**config.mk**
```make
export PLATFORM = sky130hd
export DESIGN_NAME = ifu
export DESIGN_NICKNAME = d
export VERILOG_FILES = /design/src/rtl/ifu.sv
export SDC_FILE = /design/constraint.sdc
export NUM_CORES = 1
export LEC_CHECK = 0
export CELL_PAD_IN_SITES_DETAIL_PLACEMENT = 1
export CELL_PAD_IN_SITES_GLOBAL_PLACEMENT = 1
export CORE_ASPECT_RATIO = 2
export CORE_MARGIN = 1
export CORE_UTILIZATION = 43
export CTS_CLUSTER_SIZE = 12
export DETAILED_ROUTE_END_ITERATION = 10
export PLACE_DENSITY = 0.78
export SYNTH_ARGS = -nofsm -noshare
export SYNTH_HDL_FRONTEND = slang
export SYNTH_SLANG_ARGS = --single-unit
```
**constraint.sdc**
```tcl
create_clock -name clk -period 4 [get_ports clk]
set_input_delay 0.8 -clock clk [delete_from_list [all_inputs] [get_ports clk]]
set_output_delay 0.8 -clock clk [all_outputs]
set_load 0.01 [all_outputs]
```
**src/rtl/ifu.sv**
```systemverilog
// ----------------------------------------------------------------------------
// ifu -- instruction fetch unit
//
// Holds the fetch PC and keeps at most one 32-bit fetch outstanding on the
// instruction memory port. Returned instructions are buffered with their PC
// in a QDEPTH-entry FIFO that feeds the decode stage. A redirect from execute
// flushes the FIFO and restarts fetch at the (word-aligned) target; a request
// already on the bus is allowed to complete and its response is discarded.
//
// Optional feature (macro IFU_RESP_BYPASS_EN):
//   defined   - with the FIFO empty, a live response is forwarded to decode in
//               the same cycle and is only buffered if decode does not take it.
//   undefined - decode outputs come only from FIFO registers.
//
// Ports:
//   clk, rst_n          clock, asynchronous active-low reset
//   o_imem_req_valid    fetch request valid
//   i_imem_req_ready    memory accepts the request
//   o_imem_addr         fetch address (4-byte aligned)
//   i_imem_resp_valid   fetch response valid (one per accepted request)
//   i_imem_resp_data    fetched instruction
//   i_redirect          flush and restart fetch
//   i_redirect_pc       redirect target
//   o_valid             instruction available to decode
//   o_insn, o_pc        instruction and its PC
//   i_ready             decode consumes o_insn this cycle
// ----------------------------------------------------------------------------
module ifu #(
    parameter logic [63:0] RESET_PC = 64'h8000_0000,
    parameter int          QDEPTH   = 2
) (
    input  logic        clk,
    input  logic        rst_n,
    output logic        o_imem_req_valid,
    input  logic        i_imem_req_ready,
    output logic [63:0] o_imem_addr,
    input  logic        i_imem_resp_valid,
    input  logic [31:0] i_imem_resp_data,
    input  logic        i_redirect,
    input  logic [63:0] i_redirect_pc,
    output logic        o_valid,
    output logic [31:0] o_insn,
    output logic [63:0] o_pc,
    input  logic        i_ready
);

    localparam int PTR_W = $clog2(QDEPTH);
    localparam int CNT_W = PTR_W + 1;
    localparam logic [CNT_W-1:0] DEPTH_C = CNT_W'(QDEPTH);

    typedef enum logic [1:0] {
        ST_IDLE = 2'd0,
        ST_REQ  = 2'd1,
        ST_WAIT = 2'd2
    } state_e;

    state_e           state_q, state_d;
    logic [63:0]      pc_q, pc_d;
    logic [63:0]      req_addr_q, req_addr_d;
    logic             drop_q, drop_d;
    logic [CNT_W-1:0] cnt_q, cnt_d;
    logic [PTR_W-1:0] rd_ptr_q, wr_ptr_q;
    logic [31:0]      fifo_insn_q [QDEPTH];
    logic [63:0]      fifo_pc_q   [QDEPTH];

    logic req_fire;
    logic resp_fire;
    logic head_valid;
    logic push;
    logic pop;
    logic space_ok;
    logic unused_redir_lsb;

    assign unused_redir_lsb = ^i_redirect_pc[1:0];

    assign req_fire   = o_imem_req_valid && i_imem_req_ready;
    assign resp_fire  = (state_q == ST_WAIT) && i_imem_resp_valid;
    assign head_valid = (cnt_q != '0);

`ifdef IFU_RESP_BYPASS_EN
    logic bypass_act;

    assign bypass_act = resp_fire && !drop_q && !i_redirect && !head_valid;
    // A bypassed response that decode takes immediately never enters the FIFO.
    assign push       = resp_fire && !drop_q && !i_redirect && !(bypass_act && i_ready);
    assign pop        = head_valid && i_ready && !i_redirect;
    assign o_valid    = head_valid || bypass_act;
    assign o_insn     = bypass_act ? i_imem_resp_data : fifo_insn_q[rd_ptr_q];
    assign o_pc       = bypass_act ? req_addr_q : fifo_pc_q[rd_ptr_q];
`else
    assign push       = resp_fire && !drop_q && !i_redirect;
    assign pop        = head_valid && i_ready && !i_redirect;
    assign o_valid    = head_valid;
    assign o_insn     = fifo_insn_q[rd_ptr_q];
    assign o_pc       = fifo_pc_q[rd_ptr_q];
`endif

    // Occupancy after this cycle's push/pop; a redirect empties the FIFO.
    always_comb begin
        cnt_d = cnt_q;
        if (i_redirect) begin
            cnt_d = '0;
        end else begin
            unique case ({push, pop})
                2'b10:   cnt_d = cnt_q + CNT_W'(1);
                2'b01:   cnt_d = cnt_q - CNT_W'(1);
                default: cnt_d = cnt_q;
            endcase
        end
    end

    // With one fetch outstanding at most, a free slot now is a slot for its response.
    assign space_ok = (cnt_d < DEPTH_C);

    // FSM: state register
    always_ff @(posedge clk or negedge rst_n) begin
        if (!rst_n) begin
            state_q <= ST_IDLE;
        end else begin
            state_q <= state_d;
        end
    end

    // FSM: next state
    always_comb begin
        state_d = state_q;
        unique case (state_q)
            ST_IDLE: if (space_ok) state_d = ST_REQ;
            ST_REQ:  if (req_fire) state_d = ST_WAIT;
            ST_WAIT: if (i_imem_resp_valid) state_d = space_ok ? ST_REQ : ST_IDLE;
            default: state_d = ST_IDLE;
        endcase
    end

    // FSM: outputs
    always_comb begin
        o_imem_req_valid = (state_q == ST_REQ);
    end

    assign o_imem_addr = req_addr_q;

    // PC, drop flag and the latched request address.
    always_comb begin
        pc_d       = pc_q;
        drop_d     = drop_q;
        req_addr_d = req_addr_q;
        // A stale request (drop set) must not advance the redirected PC.
        if ((state_q == ST_REQ) && req_fire && !drop_q) begin
            pc_d = pc_q + 64'd4;
        end
        if (resp_fire) begin
            drop_d = 1'b0;
        end
        if (i_redirect) begin
            pc_d = {i_redirect_pc[63:2], 2'b00};
            // The bus request cannot be retracted: its response must be discarded,
            // unless that response is arriving right now.
            if ((state_q == ST_REQ) || ((state_q == ST_WAIT) && !i_imem_resp_valid)) begin
                drop_d = 1'b1;
            end
        end
        // The address is frozen for the whole REQ phase.
        if ((state_d == ST_REQ) && (state_q != ST_REQ)) begin
            req_addr_d = pc_d;
        end
    end

    always_ff @(posedge clk or negedge rst_n) begin
        if (!rst_n) begin
            pc_q       <= RESET_PC;
            req_addr_q <= RESET_PC;
            drop_q     <= 1'b0;
            cnt_q      <= '0;
        end else begin
            pc_q       <= pc_d;
            req_addr_q <= req_addr_d;
            drop_q     <= drop_d;
            cnt_q      <= cnt_d;
        end
    end

    always_ff @(posedge clk or negedge rst_n) begin
        if (!rst_n) begin
            rd_ptr_q <= '0;
            wr_ptr_q <= '0;
            for (int i = 0; i < QDEPTH; i++) begin
                fifo_insn_q[i] <= '0;
                fifo_pc_q[i]   <= RESET_PC;
            end
        end else begin
            if (push) begin
                fifo_insn_q[wr_ptr_q] <= i_imem_resp_data;
                fifo_pc_q[wr_ptr_q]   <= req_addr_q;
            end
            if (i_redirect) begin
                rd_ptr_q <= '0;
                wr_ptr_q <= '0;
            end else begin
                if (push) wr_ptr_q <= wr_ptr_q + PTR_W'(1);
                if (pop)  rd_ptr_q <= rd_ptr_q + PTR_W'(1);
            end
        end
    end

endmodule

```
==> out/metrics.sh <==
RUN_STATUS='complete, no violations'
HOLD_SLACK_PS=286.9
FINAL-SETUP-VIOL-COUNT=0
FINALHOLDVIOLATIONS=0
NUMBER_OF_ANTENNA_VIOLATIONS_AT_THE_FIRST_CHECK_IN_GLOBAL_ROUTING=8
HOLD_BUFFERS=0
ASYNCSETRESETFLOPFRACSYNTH=1.000
POWER.NET_SWITCHING_mW=3.718
CLKSLEWWORSTSETUPHOLDPATHS_PS=60
POWER-PER-CELL-AREA_nW_PER_UM2=611.5
IR_WORST_VDD_V=0.0004083
GRT_OVERFLOW=0
TIMING.SETUP.CRITICAL_PATH_CLASS='input port to flip-flop'
CRIT_FANOUT=34
CTS-RESIZED-GATES=0
NUMBER_OF_BUFFERS_INSERTED_DURING_CLOCK_TREE_SYNTHESIS=31
DRIVE_ABOVE_1_SHARE=0.2556
DETAILEDPLACEMENTHPWL_MM=30.27
WORST_EP_ARRIVAL_PS=3940
IOS=264
POST-ROUTE-MIN-PERIOD_PS=3547
CRITICAL_PATH.CELL_CHAIN='clkdlybuf4s50_1 > nor3b_1 > and2_1 > inv_2 > ha_1 > xnor2_1 > mux2i_1 > nand2_2 > buf_4 > o311ai_0'
DETAIL-ROUTE-ANTENNA-NETS=0
GRT_PASS1_WL_MM=68.60
STARTING_DENSITY_OF_THE_CORE=0.4390
YOSYS_REGISTER_BITS=327
SWITCHING_SHARE=0.3170
WORST_SETUP_PATH_START_KIND='input port'
SYNTH_FP_NETS=1364
MAXSLEWVIOLCOUNT=0
FLOORPLAN.DIE.HEIGHT_MICRONS=267.3
SYN-CELL-AREA_SQ_UM=15130
SYN_AVG_CELL_AREA_SQ_UM=12.02
DRV.MAX_CAP_VIOLATION_COUNT=0
SYNTH_TOP_FLOP_CELL='dfrtp_1'
FULL_DIE_AREA_SQ_UM=35990
TIMING_WORST_SLEW_PIN_VALUE_PS=896.1
CTS.SINKS=327
SEQCELLAREA_SQ_UM=8192
CTS_SETUP_BUFFERS=0
IO_BUFFERS=261
CTS.ROOT.BUFFER_CELL='clkbuf_16'
REGTOREGSETUPSLACK_PS=520
POST_SYNTH_INST_COUNT=1259
YOSYSWARNINGS=0
CRITPATHCAPTURETYPE='flip-flop'
FINCLKSKEW_PS=11.01
VIAS=11090
SYN_TO_FINAL_GROWTH_PCT=26.74
CLK_LATENCY_PS=570
NUMBER_OF_NETS_IN_THE_LAYOUT=1610
SETUP_TOTAL_NEGATIVE_SLACK_PS=0
GP_CONGESTION=0.7847
SYNTH-SEQ-AREA-SHARE=0.5411
REGTOREGENDPOINT='o_imem_addr[29]'
RSZ0062_AT_GRT='no'
CORE-AREA_SQ_UM=34470
ROUTE.DETAILED.WL_PER_INST_MICRONS=22.04
TRACK_USAGE=0.2457
PWR-SHARE-CLK=0.228
CP_SLOWEST_CELL='o311ai_0'
INITIALDRTVIOLATIONCOUNT=354
ROW_COUNT=96
DIE-WIDTH_MICRONS=134.7
FINAL_PERIOD_UTIL=0.8868
MAXCLOCKFREQUENCY_MHz=281.9
CLOCK_PATH_BUFFERS=3
FRACTION_OF_THE_CORE_AREA_COVERED_BY_CELLS_AT_THE_END_OF_THE_FLOW=0.5564
TIMING.HOLD.WORST.CLASS='input port to async pin'
PIN_COUNT_OF_THE_BIGGEST_NET_ENTERING_GLOBAL_ROUTING=106
CRITPATHREQUIREDTIME_PS=4400
PWR-SHARE-COMB=0.351
WORST-R2R-CELL-COUNT=10
FINAL_CELL_MIX='dfrtp_1 (322), mux2_2 (313), clkdlybuf4s50_1 (259)'
ROUTED_WL_MM=43.38
ROUTE.DETAILED.DRC=0
DR.PASS1.ITERS=4
MULTI_INPUT_COMB_AREA_SQ_UM=6608
MOSTFREQUENTLAYOUTCELL='dfrtp_1'
NUMBER_OF_UNIQUE_STANDARD_CELL_TYPES_USED_BY_SYNTHESIS=57
POST_SYNTH_EDFFS=0
VIA_PER_INST=5.635
P_SEQ_FRAC=0.422
TRITONCTS='done'
FIRST_GLOBAL_VIAS=12350
LEAKAGEPOWER_nW=8.252
CRITICAL_PATH.REG2REG.STARTPOINT='state_q[0]'
NFILLCELLS=3562
INTERNAL-POWER_mW=8.010
MAXSLEWHEADROOM=0.4026
HTREE_LEVELS=1
CP_SLOWEST_STAGE_DELAY_PS=550
## state kept, by name, indices dropped and copies added (netlist names)
| name | cells |
|---|---|
| cnt_q | 2 |
| drop_q | 1 |
| fifo_insn_q | 64 |
| fifo_pc_q | 128 |
| o_imem_addr | 64 |
| pc_q | 64 |
| rd_ptr_q | 1 |
| state_q | 2 |
| wr_ptr_q | 1 |
## cells in the mapped netlist (3+ instances only)
| library cell | count | area share |
|---|---|---|
| dfrtp_1 | 323 | 0.53 |
| mux2_2 | 313 | 0.23 |
| nand2_1 | 124 | 0.031 |
| nand3_1 | 61 | 0.020 |
| nor2_1 | 45 | 0.011 |
| clkbuf_1 | 42 | 0.010 |
| o21ai_0 | 33 | 0.011 |
| a31oi_1 | 25 | 0.010 |
| or4_1 | 25 | 0.012 |
| nand4_1 | 23 | 0.0095 |
| o211ai_1 | 18 | 0.0089 |
| inv_1 | 17 | 0.0042 |
| nor3_1 | 17 | 0.0056 |
| xnor2_1 | 16 | 0.0093 |
| buf_2 | 15 | 0.0050 |
| buf_1 | 14 | 0.0035 |
| o31ai_1 | 14 | 0.0069 |
| or3_1 | 14 | 0.0058 |
| nor2b_1 | 11 | 0.0045 |
| nor4_1 | 11 | 0.0045 |
| o311ai_0 | 11 | 0.0064 |
| xor2_1 | 11 | 0.0064 |
| and3_1 | 9 | 0.0037 |
| and4_1 | 9 | 0.0052 |
| a21oi_1 | 8 | 0.0026 |
| dfstp_2 | 4 | 0.0069 |
| o221ai_1 | 4 | 0.0023 |
| a221o_1 | 3 | 0.0020 |
| and2_1 | 3 | 0.0012 |
| ha_1 | 3 | 0.0025 |
| mux2i_1 | 3 | 0.0020 |
| nand2b_1 | 3 | 0.0012 |
| o31a_1 | 3 | 0.0017 |
## metal layers
layer,track usage,share of wire
met3,0.03445,0.036
met1,0.2512,0.35
met2,0.4831,0.58
met5,0,0.00090
met4,0.1063,0.041
## how the worst max path moves through the flow
stage,startpoint,endpoint,slack (ps),cells past startpoint
after CTS,i_imem_resp_valid,o_imem_addr[29],520,10
after floorplan,i_redirect,o_imem_addr[33],360,13
after global routing,i_imem_resp_valid,o_imem_addr[29],270,10
final,i_imem_resp_valid,o_imem_addr[29],450,10
after detailed placement,i_imem_resp_valid,o_imem_addr[31],100,10
after global placement,i_imem_resp_valid,o_imem_addr[31],260,10
## power groups by stage
stage | combinational [mW] | sequential, mW | clock [mW]
2_1_floorplan | 1.93 | 4.83 | 0
3_3_place_gp | 4.03 | 4.95 | 0
3_5_place_dp | 4.14 | 5.01 | 0
4_1_cts | 4.18 | 4.97 | 2.75
5_1_grt | 4.42 | 5.07 | 2.85
6_report | 4.11 | 4.95 | 2.67
## per-stage QoR
step           power [mW]  cells  cell area, sq um  setup WS, ps
4_1_cts             11.90   1963             19170         520.0
6_report            11.73   1968             19180         452.7
3_5_place_dp        9.158   1913             18310         98.00
2_1_floorplan       6.758   1259             15130         357.4
3_3_place_gp        8.972   1913             18310         255.8
5_1_grt             12.35   1968             19180         271.1
## area by class of cell
cell class | count | area share
Sequential cell | 327 | 0.4271
Multi-Input combinational cell | 842 | 0.3445
Timing Repair Buffer | 284 | 0.1506
Clock buffer | 50 | 0.04469
Tap cell | 441 | 0.02877
Inverter | 19 | 0.003718
Antenna cell | 5 | 0.0006524
## critical path, delay by kind of cell
kind / cells / cell delay, ps
xor+xnor: 1 / 280
mux: 1 / 290
fa+ha+maj: 1 / 220
simple gates: 3 / 850
buf+inv: 3 / 940
compound gates: 1 / 550
## kinds of logic (layout without fill, tap and decap cells)
| logic type | count (synthesis) | after routing | synth area share |
|---|---|---|---|
| fa+ha+maj | 3 | 3 | 0.002481 |
| flops | 327 | 327 | 0.5410 |
| compound gates | 125 | 125 | 0.05540 |
| xor+xnor | 27 | 27 | 0.01563 |
| other cells | 0 | 5 | 0 |
| mux | 316 | 316 | 0.2349 |
| simple gates | 371 | 371 | 0.1270 |
| buf+inv | 90 | 353 | 0.02356 |
No activity file was read; power rests on OpenSTA's default activity.
